==> src/rtl/wb_cache_ctrl.sv <==
// -----------------------------------------------------------------------------
// wb_cache_ctrl
//
// N-way set-associative write-back cache controller with one data word per
// line. It sits between a core's load/store path and a backing memory (or a
// bus bridge). It provides dirty-victim writeback and true-LRU replacement.
//
// Handshake rule, used on both request channels: a transfer happens on a
// rising edge where valid and ready are both high. A source holds valid and
// its payload steady until that edge. A sink may raise ready at any time.
//
// Ports
//   clk, reset        rising-edge clock, synchronous active-high reset
//   req_valid/ready   CPU request channel; ready is high only in IDLE
//   req_write         1 = store, 0 = load
//   req_addr/wdata    byte address (bits [1:0] ignored) and store data
//   resp_valid        one-cycle response pulse
//   resp_hit          request hit in the cache (qualified by resp_valid)
//   resp_rdata        load data (meaningful on read responses)
//   mem_req_*         memory request: writeback (write=1) or fill (write=0)
//   mem_resp_valid    fill data present on mem_resp_rdata
//   stat_*            saturating hit/miss/writeback counters (optional)
//   dbg_state         current controller state, for debug/checkers
//
// Optional feature: define CACHE_STATS_EN to add stat_hits, stat_misses and
// stat_wbacks.
// -----------------------------------------------------------------------------
module wb_cache_ctrl #(
    parameter int NUM_SETS = 16,
    parameter int NUM_WAYS = 4,
    parameter int DATA_W   = 32,
    parameter int ADDR_W   = 32
) (
    input  logic              clk,
    input  logic              reset,
    input  logic              req_valid,
    output logic              req_ready,
    input  logic              req_write,
    input  logic [ADDR_W-1:0] req_addr,
    input  logic [DATA_W-1:0] req_wdata,
    output logic              resp_valid,
    output logic              resp_hit,
    output logic [DATA_W-1:0] resp_rdata,
    output logic              mem_req_valid,
    input  logic              mem_req_ready,
    output logic              mem_req_write,
    output logic [ADDR_W-1:0] mem_req_addr,
    output logic [DATA_W-1:0] mem_req_wdata,
    input  logic              mem_resp_valid,
    input  logic [DATA_W-1:0] mem_resp_rdata,
`ifdef CACHE_STATS_EN
    output logic [31:0]       stat_hits,
    output logic [31:0]       stat_misses,
    output logic [31:0]       stat_wbacks,
`endif
    output logic [2:0]        dbg_state
);

    localparam int IDX_W = $clog2(NUM_SETS);
    localparam int WAY_W = (NUM_WAYS > 1) ? $clog2(NUM_WAYS) : 1;
    localparam int TAG_W = ADDR_W - 2 - IDX_W;
    localparam logic [WAY_W-1:0] MAX_AGE = WAY_W'(NUM_WAYS - 1);

    typedef enum logic [2:0] {
        S_IDLE = 3'd0,
        S_TAG  = 3'd1,
        S_WB   = 3'd2,
        S_FILL = 3'd3,
        S_RESP = 3'd4
    } state_t;

    state_t state_q, state_d;

    // Latched request (word address only; the byte offset is never used)
    logic              req_write_q;
    logic [ADDR_W-3:0] req_waddr_q;
    logic [DATA_W-1:0] req_wdata_q;

    logic [WAY_W-1:0]  victim_q;
    logic              fill_acc_q;   // fill request already taken by memory
    logic              resp_valid_q;
    logic              resp_hit_q;
    logic [DATA_W-1:0] resp_rdata_q, resp_rdata_d;

    // Line storage
    logic              valid_q [NUM_SETS][NUM_WAYS];
    logic              dirty_q [NUM_SETS][NUM_WAYS];
    logic [WAY_W-1:0]  age_q   [NUM_SETS][NUM_WAYS];
    logic [TAG_W-1:0]  tag_q   [NUM_SETS][NUM_WAYS];
    logic [DATA_W-1:0] data_q  [NUM_SETS][NUM_WAYS];

    logic [IDX_W-1:0]  idx;
    logic [TAG_W-1:0]  req_tag;
    logic              hit;
    logic [WAY_W-1:0]  hit_way;
    logic [WAY_W-1:0]  victim_way;
    logic [WAY_W-1:0]  lru_age;

    // Line write / LRU touch controls produced by the FSM
    logic              line_we;
    logic [WAY_W-1:0]  line_way;
    logic              line_dirty;
    logic [DATA_W-1:0] line_data;
    logic              touch_en;
    logic [WAY_W-1:0]  touch_way;
    logic [WAY_W-1:0]  touch_old;
    logic [WAY_W-1:0]  new_age [NUM_WAYS];

    logic unused_addr_bits;
    assign unused_addr_bits = ^req_addr[1:0];

    assign idx     = req_waddr_q[IDX_W-1:0];
    assign req_tag = req_waddr_q[ADDR_W-3 -: TAG_W];

    // Tag compare across all ways of the addressed set
    always_comb begin
        hit     = 1'b0;
        hit_way = '0;
        for (int w = 0; w < NUM_WAYS; w++) begin
            if (valid_q[idx][w] && (tag_q[idx][w] == req_tag)) begin
                hit     = 1'b1;
                hit_way = WAY_W'(w);
            end
        end
    end

    // Victim: lowest-index invalid way, otherwise oldest way (lowest index
    // on equal ages). The second loop runs downward so the lowest invalid
    // way is the one that remains selected.
    always_comb begin
        victim_way = '0;
        lru_age    = age_q[idx][0];
        for (int w = 1; w < NUM_WAYS; w++) begin
            if (age_q[idx][w] > lru_age) begin
                lru_age    = age_q[idx][w];
                victim_way = WAY_W'(w);
            end
        end
        for (int w = NUM_WAYS - 1; w >= 0; w--) begin
            if (!valid_q[idx][w]) begin
                victim_way = WAY_W'(w);
            end
        end
    end

    // LRU ages after touching touch_way. An invalid way being filled counts
    // as the oldest, so every valid way ages by one. This keeps the ages of
    // the valid ways a strict recency order.
    always_comb begin
        touch_old = valid_q[idx][touch_way] ? age_q[idx][touch_way] : MAX_AGE;
        for (int w = 0; w < NUM_WAYS; w++) begin
            new_age[w] = age_q[idx][w];
            if (WAY_W'(w) == touch_way) begin
                new_age[w] = '0;
            end else if (valid_q[idx][w] && (age_q[idx][w] < touch_old) &&
                         (age_q[idx][w] != MAX_AGE)) begin
                new_age[w] = age_q[idx][w] + WAY_W'(1);
            end
        end
    end

    // Next-state and output logic
    always_comb begin
        state_d       = state_q;
        line_we       = 1'b0;
        line_way      = victim_q;
        line_dirty    = 1'b0;
        line_data     = req_wdata_q;
        touch_en      = 1'b0;
        touch_way     = victim_q;
        resp_rdata_d  = resp_rdata_q;
        mem_req_valid = 1'b0;
        mem_req_write = 1'b0;
        mem_req_addr  = '0;
        mem_req_wdata = '0;

        case (state_q)
            S_IDLE: begin
                if (req_valid) begin
                    state_d = S_TAG;
                end
            end

            S_TAG: begin
                if (hit) begin
                    touch_en  = 1'b1;
                    touch_way = hit_way;
                    state_d   = S_RESP;
                    if (req_write_q) begin
                        line_we    = 1'b1;
                        line_way   = hit_way;
                        line_dirty = 1'b1;
                    end else begin
                        resp_rdata_d = data_q[idx][hit_way];
                    end
                end else if (valid_q[idx][victim_way] && dirty_q[idx][victim_way]) begin
                    state_d = S_WB;
                end else if (req_write_q) begin
                    // Full-word store: the line can be installed without a fill
                    line_we    = 1'b1;
                    line_way   = victim_way;
                    line_dirty = 1'b1;
                    touch_en   = 1'b1;
                    touch_way  = victim_way;
                    state_d    = S_RESP;
                end else begin
                    state_d = S_FILL;
                end
            end

            S_WB: begin
                mem_req_valid = 1'b1;
                mem_req_write = 1'b1;
                mem_req_addr  = {tag_q[idx][victim_q], idx, 2'b00};
                mem_req_wdata = data_q[idx][victim_q];
                if (mem_req_ready) begin
                    if (req_write_q) begin
                        line_we    = 1'b1;
                        line_dirty = 1'b1;
                        touch_en   = 1'b1;
                        state_d    = S_RESP;
                    end else begin
                        state_d = S_FILL;
                    end
                end
            end

            S_FILL: begin
                if (!fill_acc_q) begin
                    mem_req_valid = 1'b1;
                    mem_req_addr  = {req_waddr_q, 2'b00};
                end
                // Fill data may arrive in the same cycle the request is taken
                if (mem_resp_valid && (fill_acc_q || mem_req_ready)) begin
                    line_we      = 1'b1;
                    line_dirty   = 1'b0;
                    line_data    = mem_resp_rdata;
                    touch_en     = 1'b1;
                    resp_rdata_d = mem_resp_rdata;
                    state_d      = S_RESP;
                end
            end

            S_RESP: begin
                state_d = S_IDLE;
            end

            default: begin
                state_d = S_IDLE;
            end
        endcase
    end

    // Control registers
    always_ff @(posedge clk) begin
        if (reset) begin
            state_q      <= S_IDLE;
            req_write_q  <= 1'b0;
            req_waddr_q  <= '0;
            req_wdata_q  <= '0;
            victim_q     <= '0;
            fill_acc_q   <= 1'b0;
            resp_valid_q <= 1'b0;
            resp_hit_q   <= 1'b0;
            resp_rdata_q <= '0;
        end else begin
            state_q <= state_d;
            if ((state_q == S_IDLE) && req_valid) begin
                req_write_q <= req_write;
                req_waddr_q <= req_addr[ADDR_W-1:2];
                req_wdata_q <= req_wdata;
            end
            if (state_q == S_TAG) begin
                victim_q <= victim_way;
            end
            fill_acc_q   <= (state_q == S_FILL) && (fill_acc_q || mem_req_ready);
            resp_valid_q <= (state_d == S_RESP);
            resp_hit_q   <= (state_q == S_TAG) && hit;
            resp_rdata_q <= resp_rdata_d;
        end
    end

    // Valid / dirty / age: cleared on reset, so dirty data is discarded
    always_ff @(posedge clk) begin
        if (reset) begin
            for (int s = 0; s < NUM_SETS; s++) begin
                for (int w = 0; w < NUM_WAYS; w++) begin
                    valid_q[s][w] <= 1'b0;
                    dirty_q[s][w] <= 1'b0;
                    age_q[s][w]   <= '0;
                end
            end
        end else begin
            if (touch_en) begin
                for (int w = 0; w < NUM_WAYS; w++) begin
                    age_q[idx][w] <= new_age[w];
                end
            end
            if (line_we) begin
                valid_q[idx][line_way] <= 1'b1;
                dirty_q[idx][line_way] <= line_dirty;
            end
        end
    end

    // Tag and data arrays carry no reset; valid_q qualifies them
    always_ff @(posedge clk) begin
        if (!reset && line_we) begin
            tag_q[idx][line_way]  <= req_tag;
            data_q[idx][line_way] <= line_data;
        end
    end

`ifdef CACHE_STATS_EN
    logic [31:0] stat_hits_q, stat_misses_q, stat_wbacks_q;

    always_ff @(posedge clk) begin
        if (reset) begin
            stat_hits_q   <= '0;
            stat_misses_q <= '0;
            stat_wbacks_q <= '0;
        end else begin
            if ((state_q == S_TAG) && hit && (stat_hits_q != '1)) begin
                stat_hits_q <= stat_hits_q + 32'd1;
            end
            if ((state_q == S_TAG) && !hit && (stat_misses_q != '1)) begin
                stat_misses_q <= stat_misses_q + 32'd1;
            end
            if ((state_q == S_WB) && mem_req_ready && (stat_wbacks_q != '1)) begin
                stat_wbacks_q <= stat_wbacks_q + 32'd1;
            end
        end
    end

    assign stat_hits   = stat_hits_q;
    assign stat_misses = stat_misses_q;
    assign stat_wbacks = stat_wbacks_q;
`endif

    assign req_ready  = (state_q == S_IDLE);
    assign resp_valid = resp_valid_q;
    assign resp_hit   = resp_hit_q;
    assign resp_rdata = resp_rdata_q;
    assign dbg_state  = state_q;

endmodule

==> config.mk <==
export PLATFORM = sky130hd
export DESIGN_NAME = wb_cache_ctrl
export DESIGN_NICKNAME = d
export VERILOG_FILES = /design/src/rtl/wb_cache_ctrl.sv
export SDC_FILE = /design/constraint.sdc
export NUM_CORES = 2
export LEC_CHECK = 0
export CORE_MARGIN = 10
export CORE_UTILIZATION = 55
export DETAILED_ROUTE_END_ITERATION = 16
export MAX_ROUTING_LAYER = met4
export PLACE_DENSITY = 0.71
export SYNTH_ARGS = -nofsm -noshare
export SYNTH_HDL_FRONTEND = slang
export SYNTH_SLANG_ARGS = --single-unit
==> constraint.sdc <==
create_clock -name clk -period 28.3 [get_ports clk]
set_input_delay 5.66 -clock clk [delete_from_list [all_inputs] [get_ports clk]]
set_output_delay 5.66 -clock clk [all_outputs]
set_load 0.005 [all_outputs]
Word-level counts from Yosys, hierarchy flattened
Memory sizes are Yosys's and may differ from the RTL's. A register that Yosys moved wholly into a read port is not among the register bits.
Index checks and enable logic that the tools add are counted.
W data, S select, Z words.
{ "classes": {"n_reduce_logical": 28, "order_cmp": 13, "add_sub_neg": 4, "eq_ne": 18, "n_bitwise": 5, "muxes": 117} }
{ "op_table": {"columns": ["operator", "count"], "rows": [
  ["$mux W32", 12],
  ["$bmux W32 S2", 2],
  ["$mux W128", 1],
  ["$pmux W32 S2", 2],
  ["$eq A26 B26 Y1", 4],
  ["$mux W104", 1],
  ["$mux W26", 3],
  ["$mux W4", 18],
  ["$demux W32 S2", 1],
  ["$mux W2", 28],
  ["$bmux W26 S2", 1],
  ["$demux W26 S2", 1],
  ["$mux W1", 30],
  ["$logic_and A1 B1 Y1", 19],
  ["$mux W3", 6],
  ["$ge A3 B3 Y1 const B", 5],
  ["$not A2 Y3", 5],
  ["$ne A2 B2 Y1 const B", 7],
  ["$pmux W3 S4", 1],
  ["$add A2 B1 Y2 const B", 4],
  ["$lt A2 B2 Y1", 4],
  ["$mux W8", 1],
  ["$reduce_or A4 Y1", 2],
  ["$reduce_or A8 Y1", 1],
  ["other kinds (18)", 26]
]} }
{ "totals": {"reg_bits": 103, "ram_bits": 3968, "input_bits": 102, "out_inout_bits": 104, "word_cells": 199, "memories": 5} }
{ "mem_list": {"columns": ["memory", "depth", "width", "read_ports", "rd_clocked_by_memory_dff", "write_ports", "line_no", "text"], "rows": [
  ["data_q", 16, 128, 1, 1, 1, "90", "logic [DATA_W-1:0] data_q [NUM_SETS][NUM_WAYS];"],
  ["tag_q", 16, 104, 1, 1, 1, "89", "logic [TAG_W-1:0] tag_q [NUM_SETS][NUM_WAYS];"],
  ["age_q", 16, 8, 1, 1, 16, "88", "logic [WAY_W-1:0] age_q [NUM_SETS][NUM_WAYS];"],
  ["dirty_q", 16, 4, 1, 1, 16, "87", "logic dirty_q [NUM_SETS][NUM_WAYS];"],
  ["valid_q", 16, 4, 1, 1, 16, "86", "logic valid_q [NUM_SETS][NUM_WAYS];"]
]} }

Longest topological paths before layout
{ "logic_depth": {"word_depth": 29, "depth_mapped": 39, "ltp_nobuf": 27} }

Worst setup path after synthesis
Ideal clock, no wire load.
{ "synth_path": {"kind": "flip-flop to flip-flop", "start": "reg (tool-made name)", "end": "mem data_q[2][100] (netlist bit) (enable)", "period_less_slack_ns": 10.474, "path_stages_with_launch": 35, "path_buffers": 10, "t_arrival_ns": 9.998, "slack_ns": 17.826, "t_required_ns": 27.824, "setup_time_ns": 0.476, "path_cell_list": "dfxtp_1 > buf_6 > buf_6 > buf_6 > buf_4 > buf_6 > buf_4 > buf_4 > buf_4 > buf_2 > mux4_2 > mux4_2 > inv_1 > ha_1 > nor2_1 > a2bb2oi_1 > o21ai_0 > ha_1 > inv_1 > o22ai_1 > mux2_2 > ha_1 > nand2_1 > o21a_1 > a221o_1 > a32o_1 > and3_1 > o31ai_2 > mux2_2 > nand2b_1 > a21o_1 > nand3_1 > or2_1 > clkbuf_1 > nor2_1"} }
{ "synth_rtl": {"columns": ["item", "line_no"], "rows": [
  ["end, declared", "90"]
]} }

==> impl_metrics.toml <==
[timing]
worstMarginPinSlew_ps = 1490
setup_ws_ps = 13230
setup_viol = 0
fmax_mhz = 66.4
drv_slew = 1
hold_violations = 0
worst_slew_margin_rel_pct = -0.664
holdWs_ps = 451
period_share_pct = 53.2
rsz0062_at_grt = "false"
fin_skew_ps = 66.4
tns_ps = 0
period_minus_slack_ps = 15070

[cts]
numCtsBuffers = 401
cts_num_sinks = 4075
postCtsHoldBufs = 0
clock_path_buffers = 4
cts_resized = 0
htreeDepth = 5
cts_tree = "done"
cts_root_buffer = "clkbuf_16"
cts_setup_buffers = 0
clkSlewWorstSetupHoldPaths_ps = 60
worstSkewPairLatency_ps = 990

[critical_path]
ff2ff_setup_slack_ps = 14930
crit_chain = "buf_4 -> buf_4 -> buf_4 -> buf_4 -> buf_4 -> buf_12 -> buf_4 -> mux4_2 -> mux4_2 -> mux4_2 -> and2_1 -> clkdlybuf4s50_1"
crit_path_max_fanout = 121
r2r_cells = 21
rr_endpoint = "tag_q[6][50]$_DFFE_PP_"
cpMaxStageDelayCell = "buf_4"
path_class = "flip-flop to output pin"
arrival_ps = 9410
crit_path_end_kind = "output pin"
startpoint_type = "flip-flop"
cp_common_cell = "buf_4"
slowest_delay_ps = 850
crit_required_ps = 22640

[logic_synthesis]
yosysUniqueCellTypes = 115
yosysWarnings = 0
synth-edff-count = 3904
yosys-top-cells-area = "edfxtp_1 (71%), mux4_2 (13%), mux2i_1 (2.6%), dfxtp_1 (2.1%), nand2_1 (1.1%)"
ys_async_sr_fraction_pct = 0
netlist_instances = 8621
syn_avg_cell_area_um2 = 19.2
synth_ff_type = "edfxtp_1"
synth_area_mm2 = 0.166
synth_seq_cells = 4075
ys_seq_area_share_pct = 72.9
synth_top_area_share_pct = 70.8
synth_top_cell_by_area = "edfxtp_1"

[detailed_routing]
drc = 0
wl_per_cell_um = 39.8
routed_wl_um = 527000
via_per_inst = 7.08
ant_nets = 0
drt-pass1-iter-count = 6
num_vias = 93700
drt_iter0_drc = 16400

[global_routing]
grt_pass1_vias = 90000
globalRouteOverflowTotal = 0
grt_pass1_wl_um = 725000
grtUsageMet2_pct = 48.4
grt_antenna_before_repair = 24
grt_max_degree = 169
met3_usage_pct = 7.57
grt.met1_usage_pct = 44.5
top_usage_layer = "met2"
grt_usage_pct = 32.9

[cells_and_area]
fill_cells = 20600
area_growth_pct = 12.0
fin_util_pct = 61.9
final_nets = 9035
drive_gt1_share_pct = 23.1

[pwr]
max-vdd-ir-drop_v = 0.0000664
cellLeakagePower_uw = 0.0594
power.density_cell_area_mw_per_mm2 = 77.0

[floorplanning]
placementRows = 201
initial_core_util_pct = 55.2
fp.dieW_um = 569
core_region_area_mm2 = 0.300
chipHeight_um = 569
dieArea_mm2 = 0.323
ios = 206

[placement]
place_hpwl_um = 299000
io_buffers = 201
routabilityCongestion = 0.981
pre_cts_ws_ps = 14070

[run_status]
outcome = "finished with violations"
violations = "max-capacitance violations, max-slew violations"

[hold_path]
hold_depth = 1
hold_path_class = "flip-flop to flip-flop"
holdPathEnd = "valid_q[2][3]$_DFF_P_"
min_from = "valid_q[2][3]$_DFF_P_"

[run]
max_cap_violations = 1
placed cells by master (no fill, tap or decap), types with 35 or more instances in the layout:
cell	synthesis	routed
edfxtp_1	3904	3904
mux4_2	982	982
nand2_1	503	501
mux2i_1	429	429
clkbuf_16	0	406
nor2_1	309	256
buf_4	59	255
clkdlybuf4s50_1	0	200
a21oi_1	186	185
nor3_1	157	157
dfxtp_1	171	139
o21ai_0	135	135
mux2_2	129	129
clkinv_1	3	89
clkbuf_1	276	87
a22oi_1	75	75
a21o_1	70	70
nand3_1	72	70
xnor2_1	68	68
o22ai_1	64	64
clkinv_2	0	62
nor2_4	0	51
o211ai_1	49	49
inv_1	64	47
and2_1	46	45
a211oi_1	39	39
a311oi_1	38	37
o211a_1	36	36
and3_1	35	35
routing by layer:
metal,vias to the layer above,routed length [um]
met5,-,0
met4,0,29200
met3,1362,69700
met2,7405,238000
met1,49000,190000
li1,36000,-
registers in the layout, summed over array words and instances (netlist names), 2 cells and up, named ones only:
signal / flops
tag_q: 1664
resp_rdata: 32
data_q: 2048
dirty_q: 64
victim_q: 2
age_q: 128
req_waddr_q: 30
req_wdata_q: 32
valid_q: 64
dbg_state: 3
cells in the mapped netlist (49+ instances only):
library cell / number
mux4_2: 982
nor3_1: 157
nand2_1: 503
buf_2: 128
a21oi_1: 186
inv_1: 64
a21o_1: 70
nor2_1: 309
buf_4: 59
o22ai_1: 64
clkbuf_1: 276
buf_6: 49
mux2_2: 129
o211ai_1: 49
edfxtp_1: 3904
o21ai_0: 135
dfxtp_1: 171
mux2i_1: 429
xnor2_1: 68
nand3_1: 72
a22oi_1: 75
buf_1: 59
cell families (layout without fill, tap and decap cells):
kind of cell	after synthesis	count (layout)	synth area share [%]
muxes	1546	1546	16.9
and+or+nand+nor	1340	1340	3.80
buffers and inverters	644	1280	1.92
other	1	19	0.00227
xor gates and xnor gates	93	93	0.492
DFF	4075	4075	72.9
adders and majority gates	12	12	0.0907
AOI/OAI and AO/OA	910	910	3.91
area by class of cell:
type                            instances  area (um2)  area share [%]
Antenna cell                           17        42.5          0.0229
Multi-Input combinational cell       3903       42100            22.7
Tap cell                             3958        4950            2.67
Clock buffer                          514       10800            5.81
Sequential cell                      4075      121000            65.1
Timing Repair Buffer                  468        4170            2.25
Inverter                               72         332           0.179
Clock inverter                        226        2310            1.24
how the worst max path moves through the flow:
| stage | from | end | slack, ps | cells after the start |
|---|---|---|---|---|
| CTS | flip-flop | mem_req_wdata[3] | 13020 | 12 |
| floorplan | flip-flop | data_q[2][100]$_DFFE_PP_ | 17830 | 34 |
| global placement | flip-flop | mem_req_wdata[3] | 14090 | 12 |
| detailed placement | flip-flop | mem_req_wdata[3] | 14070 | 12 |
| finish | flip-flop | mem_req_wdata[4] | 13230 | 12 |
| global route | flip-flop | mem_req_wdata[3] | 12630 | 12 |
metrics by stage:
step | power, uW | cell area [um2] | instances
2_1_floorplan | 8270 | 166000 | 8622
3_3_place_gp | 8990 | 172000 | 12500
3_5_place_dp | 9030 | 172000 | 12500
4_1_cts | 14200 | 185000 | 13200
5_1_grt | 14600 | 185000 | 13200
6_report | 14300 | 185000 | 13200
power by group:
group / leakage [uW] / internal [uW] / switching, uW / total (uW)
Combinational: 0.0155 / 727 / 1380 / 2100
Sequential: 0.0375 / 6800 / 50.2 / 6850
Clock: 0.00636 / 3010 / 2310 / 5320
critical path, delay by kind of cell (launching register included):
kind	cells	cell delay, ps
DFF	1	710
muxes	3	1760
and+or+nand+nor	1	210
buffers and inverters	8	5430
(Power assumes the default switching activity.)
